## config.mk

```make
export PLATFORM = sky130hd
export DESIGN_NAME = booth_r4_mul_flat
export DESIGN_NICKNAME = d
export VERILOG_FILES = /design/src/rtl/booth_r4_mul_if.sv /design/src/rtl/booth_r4_mul.sv /design/src/flat_wrapper.sv
export SDC_FILE = /design/constraint.sdc
export NUM_CORES = 1
export LEC_CHECK = 0
export ABC_AREA = 1
export CAP_MARGIN = 25
export CORE_MARGIN = 8
export CORE_UTILIZATION = 45
export DETAILED_ROUTE_END_ITERATION = 10
export PLACE_DENSITY = 0.63
export SYNTH_ARGS = -nofsm -noshare
export SYNTH_HDL_FRONTEND = slang
export SYNTH_SLANG_ARGS = --single-unit
```

## constraint.sdc

```tcl
create_clock -name clk -period 3.92 [get_ports clk]
set_input_delay 0.588 -clock clk [delete_from_list [all_inputs] [get_ports clk]]
set_output_delay 0.588 -clock clk [all_outputs]
set_load 0.005 [all_outputs]
```

## src/rtl/booth_r4_mul_if.sv

```systemverilog
// Handshake and operand bundle for the radix-4 Booth multiplier.
// The abort signal exists only when BOOTH_ABORT_EN is defined.
interface booth_r4_mul_if #(
  parameter int unsigned WIDTH = 16
);
  logic                 start;
`ifdef BOOTH_ABORT_EN
  logic                 abort;
`endif
  logic                 signed_mode;
  logic [WIDTH-1:0]     x;
  logic [WIDTH-1:0]     y;
  logic [2*WIDTH-1:0]   z;
  logic                 busy;
  logic                 done;

`ifdef BOOTH_ABORT_EN
  modport master (output start, abort, signed_mode, x, y, input z, busy, done);
  modport slave  (input start, abort, signed_mode, x, y, output z, busy, done);
`else
  modport master (output start, signed_mode, x, y, input z, busy, done);
  modport slave  (input start, signed_mode, x, y, output z, busy, done);
`endif
endinterface

```

## src/rtl/booth_r4_mul.sv

```systemverilog
// Sequential radix-4 Booth multiplier, WIDTH/2+1 steps per product, signed or unsigned per op.
// Optional BOOTH_ABORT_EN adds an abort input that cancels a running operation.
module booth_r4_mul #(
  parameter int unsigned WIDTH = 16
) (
  input  logic         clk,
  input  logic         rst,
  booth_r4_mul_if.slave bus
);

  localparam int unsigned XW = WIDTH + 2;
  localparam int unsigned AW = WIDTH + 4;
  localparam int unsigned N  = WIDTH / 2 + 1;
  localparam int unsigned CW = $clog2(N);
  localparam logic [CW-1:0] LastCnt = CW'(N - 1);

  if (WIDTH < 4 || (WIDTH % 2) != 0) begin : g_width_check
    $error("booth_r4_mul: WIDTH must be even and >= 4");
  end

  typedef enum logic {StIdle, StRun} state_e;

  state_e             state_q;
  logic               busy_q;
  logic               done_q;
  logic [CW-1:0]      cnt_q;
  logic [AW-1:0]      mcand_q;
  logic [AW-1:0]      acc_q;
  logic [XW:0]        mplr_q;   // extended multiplier with the implicit y[-1] at bit 0
  logic [2*WIDTH-1:0] z_q;

  logic               x_sign;
  logic               y_sign;
  logic [AW-1:0]      x_ext;
  logic [XW-1:0]      y_ext;
  logic [AW-1:0]      addend;
  logic [AW-1:0]      sum;
  logic [AW-1:0]      acc_nx;
  logic [XW:0]        mplr_nx;

  always_comb begin
    x_sign = bus.signed_mode & bus.x[WIDTH-1];
    y_sign = bus.signed_mode & bus.y[WIDTH-1];
    x_ext  = {{4{x_sign}}, bus.x};
    y_ext  = {{2{y_sign}}, bus.y};
  end

  always_comb begin
    addend = '0;
    case (mplr_q[2:0])
      3'b001, 3'b010: addend = mcand_q;
      3'b011:         addend = mcand_q << 1;
      3'b100:         addend = -(mcand_q << 1);
      3'b101, 3'b110: addend = -mcand_q;
      default:        addend = '0;
    endcase
    sum     = acc_q + addend;
    // Arithmetic shift of the {acc, mplr} pair by two bits.
    acc_nx  = {{2{sum[AW-1]}}, sum[AW-1:2]};
    mplr_nx = {sum[1:0], mplr_q[XW:2]};
  end

  always_ff @(posedge clk) begin
    if (rst) begin
      state_q <= StIdle;
      busy_q  <= 1'b0;
      done_q  <= 1'b0;
      cnt_q   <= '0;
      mcand_q <= '0;
      acc_q   <= '0;
      mplr_q  <= '0;
      z_q     <= '0;
    end else begin
      done_q <= 1'b0;
      case (state_q)
        StIdle: begin
          if (bus.start) begin
            mcand_q <= x_ext;
            mplr_q  <= {y_ext, 1'b0};
            acc_q   <= '0;
            cnt_q   <= '0;
            busy_q  <= 1'b1;
            state_q <= StRun;
          end
        end
        StRun: begin
`ifdef BOOTH_ABORT_EN
          if (bus.abort) begin
            busy_q  <= 1'b0;
            state_q <= StIdle;
          end else
`endif
          begin
            acc_q  <= acc_nx;
            mplr_q <= mplr_nx;
            cnt_q  <= cnt_q + 1'b1;
            if (cnt_q == LastCnt) begin
              // Low 2*WIDTH bits of {acc, mplr} once all multiplier bits are retired.
              z_q     <= {acc_nx[2*WIDTH-XW-1:0], mplr_nx[XW:1]};
              done_q  <= 1'b1;
              busy_q  <= 1'b0;
              state_q <= StIdle;
            end
          end
        end
        default: state_q <= StIdle;
      endcase
    end
  end

  assign bus.z    = z_q;
  assign bus.busy = busy_q;
  assign bus.done = done_q;

endmodule
```

## src/flat_wrapper.sv

```systemverilog
// flat-port wrapper written by rule: the top's interface ports become plain ports
module booth_r4_mul_flat 
#(
  parameter int unsigned WIDTH = 16
)
  (clk, rst, bus_start, bus_signed_mode, bus_x, bus_y, bus_z, bus_busy, bus_done);
  booth_r4_mul_if #(.WIDTH(WIDTH)) bus_i ();
  input  logic clk;
  input  logic rst;
  input wire logic [$bits(bus_i.start)-1:0] bus_start;
  input wire logic [$bits(bus_i.signed_mode)-1:0] bus_signed_mode;
  input wire logic [$bits(bus_i.x)-1:0] bus_x;
  input wire logic [$bits(bus_i.y)-1:0] bus_y;
  output wire logic [$bits(bus_i.z)-1:0] bus_z;
  output wire logic [$bits(bus_i.busy)-1:0] bus_busy;
  output wire logic [$bits(bus_i.done)-1:0] bus_done;
  assign bus_i.start = bus_start;
  assign bus_i.signed_mode = bus_signed_mode;
  assign bus_i.x = bus_x;
  assign bus_i.y = bus_y;
  assign bus_z = bus_i.z;
  assign bus_busy = bus_i.busy;
  assign bus_done = bus_i.done;
  booth_r4_mul #(.WIDTH(WIDTH)) u_core (.clk(clk), .rst(rst), .bus(bus_i));
endmodule
```

# After elaboration in Yosys (flattened, before gate mapping)
# Index checks and enable logic that the tools add are counted.
# totals
ff_bits,95
in_bits,36
out_inout_bits,34
# op_classes
n_addsub,4
eq_ne,9
muxes,14
n_bitwise,3
n_reduce_logical,6
# ops
cell,count
$pmux 20 s4,1
$neg 20->20,2
$pmux 20 s2,1
$pmux 19 s2,1
$add 20x20->20,1
$mux 20,1
$mux 19,1
$eq 3x3->1 const B,3
$pmux 4 s2,1
$eq 3x2->1 const B,2
$reduce_and 2->1,3
$reduce_or 2->1,3
$mux 1,5
$add 4x1->4 const B,1
$eq 4x4->1 const B,1
$mux 4,1
$ne 2x2->1 const B,2
$pmux 1 s2,2
$eq 3x1->1 const B,1
$and 1x1->1,2
$not 1->1,1

# Longest topological paths before layout
# Gate-level depths: netlist of run 1.
# logic_depth
ltp_word,5
depth_mapped,23

# Worst setup path after synthesis of run 1
# OpenSTA, ideal clock, no wires.
# synth_path
kind,reg2reg
start,register u_core.mcand_q[0]
end,register u_core.acc_q[18]
setup_time_ns,0.067
arrival_ns,2.652
path_slack_ns,1.201
path_stages_with_launch,24
period_less_slack_ns,2.719
cell_sequence,dfxtp_1 inv_1 ha_1 nand2_1 nor2_2 nand2_2 inv_2 nand3b_2 nor2_2 xor2_1 inv_1 nand2_1 o2111ai_1 ha_1 nand2_1 inv_2 nand2_1 nor3_1 nand3_1 nand3_1 inv_1 nand3_2 nand3_2 a21oi_2
# synth_via
elab_chain_len,4
# synth_rtl
element,line,text
from (decl),booth_r4_mul.sv:27,logic [AW-1:0] mcand_q;
from (signal assigned),booth_r4_mul.sv:78,mcand_q <= x_ext;
"$neg 20->20, on equally long branches","booth_r4_mul.sv:54, booth_r4_mul.sv:53",
$pmux 20 s4 (*),booth_r4_mul.sv:50,case (mplr_q[2:0])
$add 20x20->20 (*),booth_r4_mul.sv:57,sum = acc_q + addend;
$pmux 20 s2 (*),booth_r4_mul.sv:75,case (state_q)
to (signal assigned),booth_r4_mul.sv:94,acc_q <= acc_nx;
to (decl),booth_r4_mul.sv:28,logic [AW-1:0] acc_q;
# Every way passes the cells marked *; elsewhere a longest branch is shown, timed or not.
# A chain may end at the register's enable or synchronous reset.

# Final worst setup path of run 1
# layout_path
start,register u_core.mcand_q[0]
end,register u_core.acc_q[8]
# Same word-level chain as after synthesis.

==> flow_metrics.py, run 1 <==
metrics = {
    "run_status": {
        "status": "finished, final reports clean",
    },
    "setup_path": {
        "end_kind": "flip-flop",
        "crit_family": "simple AND/OR/NAND/NOR gates",
        "path_class": "reg2reg",
        "cp_slowest_cell": "ha_1",
        "critical_path_arrival_ns": 3.44,
        "reg2reg_depth": 20,
        "timing.rr.start": "u_core.mcand_q[0]",
        "crit_required_ns": 4.12,
        "worstPathCellList": "inv_1, ha_1, nand2_1, nor2_2, nand2_2, inv_2, nand2_1, nand2_1, nor2_1, a221oi_1, o21ai_1, ha_1, nand2_1, nor2_1, nand2_1, nand2_1, a21boi_1, or2_1, nand3_1, a21oi_1",
        "crit_start": "u_core.mcand_q[0]",
        "crit_fanout": 5,
        "path_buf_inv": 2,
        "path_common_cell": "nand2_1",
        "slowest_delay_ns": 0.43,
        "cp-start-kind": "flip-flop",
        "rrSetupSlack_ns": 0.68,
        "worstSetupPathDepth": 20,
        "r2r_end": "u_core.acc_q[8]",
        "cp-endpoint": "u_core.acc_q[8]",
    },
    "synthesis": {
        "ys_ff_latch": 93,
        "synth_fp_nets": 828,
        "postSynthAreaPerCell_um2": 7.048,
        "synth_cell_types": 52,
        "synthCells": 769,
        "yosysSeqAreaShare_pct": 34.35,
        "synth_area_um2": 5420,
        "yosysWarnings": 0,
    },
    "floorplanning": {
        "dieArea_um2": 15810,
        "coreArea_um2": 11860,
        "io_pins": 70,
        "rows": 40,
        "die_h_um": 125.8,
        "die_width_um": 125.8,
        "initial_utilization_pct": 45.70,
    },
    "sta": {
        "worst_slack_ns": 0.6826,
        "setup-tns-final_ns": 0,
        "worstMarginPinSlew_ns": 0.7472,
        "min_period_ns": 3.237,
        "slew_headroom_pct": 50.13,
        "fmax_mhz": 308.9,
        "timing_hold_violations_final": 0,
        "finalSetupViolations": 0,
        "hold_slack_ns": 0.4488,
        "finalCritPeriodShare_pct": 82.59,
        "drv_slew": 0,
        "rsz0062_at_grt": "no",
        "finClkSkew_ns": 0.009650,
    },
    "clock_tree": {
        "postCtsSetupBuffers": 0,
        "cts_sinks": 93,
        "ctsHoldBuffers": 0,
        "insertion_delay_ns": 0.35,
        "cts_tree": "built",
        "cts-htree-levels": 3,
        "ctsResizeCount": 0,
        "numCtsBuffers": 9,
        "cts-root-buf": "clkbuf_16",
        "cts_max_path_buffers": 2,
        "clkSlewWorstSetupHoldPaths_ns": 0.06,
    },
    "flow_run": {
        "max_cap_viol_count": 0,
    },
    "finish": {
        "area_growth_pct": 20.34,
        "n_antenna_cell": 0,
        "layout-drive-gt1-share_pct": 9.353,
        "layoutNonFillerInstCount": 981,
        "final_area_um2": 6523,
        "finalCoreUtilization_pct": 54.99,
        "layout_common_cells": "nand2_1 (212), dfxtp_1 (93), inv_1 (74)",
        "fin_nets": 889,
        "fillers": 1181,
        "final_common_cell": "nand2_1",
    },
    "global_routing": {
        "track_usage_pct": 19.24,
        "grt_max_degree": 34,
        "grt_overflow_total": 0,
        "grt_pass1_vias": 5226,
        "antenna_found_initial": 0,
        "grt_pass1_wl_mm": 25.18,
    },
    "route": {
        "viasPerCell": 5.386,
        "dr.pass1.iters": 7,
        "vias": 5284,
        "drt-initial-drc-count": 326,
        "ant_nets": 0,
        "wl_per_cell_um": 15.33,
        "drc": 0,
        "wl_mm": 15.04,
    },
    "placement": {
        "dpl.cell_count": 966,
        "dpl_worst_slack_ns": 0.7287,
        "port_buffers": 69,
        "place_congestion": 0.8835,
        "hpwl_mm": 11.51,
        "placed_area_um2": 6233,
    },
    "power_and_ir_drop": {
        "combPwrFrac_pct": 17.4,
        "power.density_nw_per_um2": 351.3,
        "ir_drop_mv": 0.3129,
        "total_power_mw": 2.292,
        "p_switching_mw": 0.6695,
        "seq_power_share_pct": 44.3,
        "p_int_mw": 1.622,
        "p_clk_share_pct": 38.3,
        "p_leak_nw": 2.815,
        "swShare_pct": 29.21,
    },
    "worst_hold_path": {
        "min_path_type": "reg2reg",
    },
}
power by group through the flow:
stage | sequential, mW | combinational, mW | clock, mW
final | 1.01 | 0.400 | 0.878
after global routing | 1.02 | 0.449 | 0.935
after CTS | 1.01 | 0.400 | 0.907
after detailed placement | 1.04 | 0.397 | 0
after global placement | 1.03 | 0.395 | 0
after floorplan | 1.02 | 0.291 | 0
how the worst min path moves through the flow:
| stage | start | endpoint | slack, ns | depth (start not counted) |
|---|---|---|---|---|
| final | u_core.bus.z[29] | u_core.bus.z[29] | 0.45 | 2 |
| after global routing | u_core.bus.z[29] | u_core.bus.z[29] | 0.47 | 2 |
| after CTS | u_core.bus.z[6] | u_core.bus.z[6] | 0.45 | 2 |
| after detailed placement | u_core.bus.z[6] | u_core.bus.z[6] | 0.43 | 2 |
| after global placement | u_core.bus.z[4] | u_core.bus.z[4] | 0.43 | 2 |
| after floorplan | u_core.bus.z[0] | u_core.bus.z[0] | 0.44 | 2 |
flip-flops by register name, summed over array words and instances, names as in the netlist:
| signal | cells |
|---|---|
| u_core.bus.busy | 1 |
| u_core.state_q | 1 |
| u_core.mcand_q | 17 |
| u_core.bus.done | 1 |
| u_core.bus.z | 32 |
| u_core.mplr_q | 19 |
| u_core.acc_q | 18 |
| u_core.cnt_q | 4 |
cell type report:
| cell class | count | area [µm²] | share of cell area (%) |
|---|---|---|---|
| clock buffers | 10 | 229.0 | 3.510 |
| clock inverters | 5 | 60.06 | 0.9208 |
| inverters | 86 | 322.8 | 4.949 |
| multi-input cells | 562 | 3099 | 47.52 |
| flip-flops and latches | 93 | 1862 | 28.54 |
| well taps | 147 | 183.9 | 2.820 |
| repair buffers | 78 | 765.7 | 11.74 |
routing by layer:
metal | part of all wire (%) | global-route usage, % | wire, µm | vias up
li1 | - | - | - | 2673
met1 | 44 | 22.97 | 6688 | 2444
met2 | 47 | 32.58 | 7062 | 146
met3 | 6.2 | 4.726 | 939 | 21
met4 | 2.3 | 7.643 | 352 | 0
met5 | 0 | 0 | 0 | -
cell families after synthesis:
family	synth area share, %
and+or+nand+nor	30.84
AOI/OAI and AO/OA	18.05
buffers and inverters	8.564
DFF	34.35
adders and majority gates	5.448
xor gates and xnor gates	2.747
cell usage after synthesis (all sizes together):
library cell	count	area share, %
nand2	218	15
dfxtp	93	34
inv	85	5.9
nor2	64	5.8
nand3	58	6.1
a21oi	57	5.7
o21ai	50	4.8
ha	22	5.1
buf	17	1.8
xor2	15	2.4
a22o	12	1.9
clkbuf	11	0.76
nor3	8	1.2
o221ai	8	1.3
nand3b	6	0.90
nand4	6	0.69
o2111ai	6	0.97
o22ai	4	0.46
a21boi	3	0.48
a221oi	3	0.48
a31oi	3	0.35
o211ai	3	0.42
or2	3	0.35
nor4	2	0.23
o21a	2	0.28
o31ai	2	0.28
xnor2	2	0.32
a211oi	1	0.14
a21o	1	0.14
a22oi	1	0.14
a32o	1	0.18
clkinv	1	0.069
fa	1	0.37
worst min-delay path, stage by stage (launching register included):
cell	delay (ns)
dfxtp_1	0.31
nand2_1	0.06
nand2_1	0.04
Power figures use the tool's default switching activity.
==> run 2: changes to the inputs <==
Clock period 3.92 ns to 3.3 ns, I/O delays scaled along.
==> run 2 against run 1 <==
Against the previous run:
- critical path type unchanged
- cell count up 1.1%
- clock-buffer cell count up 1
- flip-flop and latch count unchanged
- largest power group unchanged
- largest cell class unchanged
- power up 22%
- critical path depth down 5
==> flow_metrics.py, run 2 (synthesis results as in run 1) <==
metrics = {
    "finish": {
        "layout-drive-gt1-share_pct": 11.72,
        "n_antenna_cell": 0,
        "area_growth_pct": 22.76,
        "largest_reg_flops": 32,
        "layout_common_cells": "nand2_1 (212), dfxtp_1 (92), inv_1 (72)",
        "finalCoreUtilization_pct": 56.10,
        "fillers": 1169,
        "fin_nets": 899,
        "final_area_um2": 6654,
        "final_common_cell": "nand2_1",
        "layoutNonFillerInstCount": 992,
    },
    "setup_path": {
        "crit_fanout": 4,
        "cp-start-kind": "flip-flop",
        "critical_path_arrival_ns": 3.31,
        "end_kind": "flip-flop",
        "rrSetupSlack_ns": 0.27,
        "crit_required_ns": 3.58,
        "path_class": "reg2reg",
    },
    "route": {
        "dr.pass1.iters": 5,
        "drc": 0,
        "viasPerCell": 5.333,
        "ant_nets": 0,
        "wl_mm": 15.35,
        "vias": 5290,
        "drt-initial-drc-count": 370,
        "wl_per_cell_um": 15.47,
    },
    "global_routing": {
        "grt_overflow_total": 0,
        "antenna_found_initial": 0,
        "grt_pass1_vias": 5257,
        "track_usage_pct": 19.43,
        "grt_pass1_wl_mm": 25.34,
        "grt_max_degree": 34,
    },
    "run_status": {
        "status": "finished, final reports clean",
    },
    "sta": {
        "min_period_ns": 3.034,
        "timing_hold_violations_final": 0,
        "finClkSkew_ns": 0.008590,
        "setup-tns-final_ns": 0,
        "finalCritPeriodShare_pct": 91.93,
        "drv_slew": 0,
        "finalSetupViolations": 0,
        "fmax_mhz": 329.6,
        "worst_slack_ns": 0.2662,
        "slew_headroom_pct": 49.55,
        "worstMarginPinSlew_ns": 0.7560,
        "hold_slack_ns": 0.4437,
    },
    "clock_tree": {
        "cts_sinks": 93,
        "insertion_delay_ns": 0.35,
        "ctsHoldBuffers": 0,
        "numCtsBuffers": 9,
        "cts_tree": "built",
        "clkSlewWorstSetupHoldPaths_ns": 0.07,
        "cts_max_path_buffers": 2,
        "cts-htree-levels": 3,
        "cts-root-buf": "clkbuf_16",
    },
    "placement": {
        "placed_area_um2": 6264,
        "dpl_worst_slack_ns": 0.1025,
        "place_congestion": 0.9527,
        "hpwl_mm": 11.51,
        "port_buffers": 69,
        "dpl.cell_count": 971,
    },
    "flow_run": {
        "max_cap_viol_count": 0,
    },
    "floorplanning": {
        "dieArea_um2": 15810,
        "die_width_um": 125.8,
        "io_pins": 70,
        "initial_utilization_pct": 45.70,
        "die_h_um": 125.8,
        "coreArea_um2": 11860,
        "rows": 40,
    },
    "power_and_ir_drop": {
        "ir_drop_mv": 0.2556,
        "power.density_nw_per_um2": 420.4,
        "total_power_mw": 2.797,
        "p_leak_nw": 2.877,
    },
    "worst_hold_path": {
        "min_path_type": "reg2reg",
    },
}
-- run 2: cell types whose count changed in the layout (fill, tap and decap cells not counted), moves of 2 or more --
| cell | delta |
|---|---|
| inv_2 | +2 |
| ha_2 | +2 |
| inv_1 | -2 |
| nor3_2 | +2 |
| ha_1 | -3 |
| nor3_1 | -2 |
| buf_4 | +11 |
-- run 2: cell type report --
class	count	area (µm²)	share of cell area, %
multi-input combinational	562	3144	47.25
sequential	93	1863	28.00
timing repair buffer	88	833.3	12.52
inverter	86	322.8	4.851
clock buffer	11	242.7	3.648
tap	147	183.9	2.764
clock inverter	5	63.81	0.9590
-- run 2: critical path: stages, from the launching register on --
cell and delay, ns:
dfxtp_1 0.36, inv_2 0.08, ha_4 0.17, nand2_1 0.16, nor2_1 0.08, xor2_1 0.16, a221oi_1 0.26, o21ai_0 0.21
ha_1 0.39, inv_1 0.07, o21ai_1 0.32, nor2_1 0.14, o21ai_2 0.12, xor2_1 0.23, nand2_1 0.07, a21oi_1 0.12
-- run 2: worst paths after layout --
check | from | endpoint | cells past startpoint
worst max register to register | u_core.mcand_q[1] | u_core.acc_q[7] | 15
worst min-delay path | u_core.bus.z[0] | u_core.bus.z[0] | 2
worst min register to register | u_core.bus.z[0] | u_core.bus.z[0] | 2
worst max-delay path | u_core.mcand_q[1] | u_core.acc_q[7] | 15
-- run 2: metal layers --
metal,vias up,track usage (%),share of wire (%)
li1,2693,-,-
met1,2459,23.30,46
met2,119,32.04,46
met3,19,5.738,6.0
met4,0,7.714,2.3
met5,-,0,0
-- run 2: what timing repair did --
item / in CTS / in global routing
endpoints found under the setup margin: 0 / 18
setup buffers: 0 / 5
resized for setup: 0 / 13
-- run 2: where the power goes --
group | leakage (nW) | total (mW) | switching (mW) | internal [mW]
sequential | 0.757 | 1.20 | 0.0411 | 1.16
combinational | 1.97 | 0.496 | 0.307 | 0.189
clock | 0.147 | 1.10 | 0.480 | 0.617
total | 2.88 | 2.80 | 0.827 | 1.97
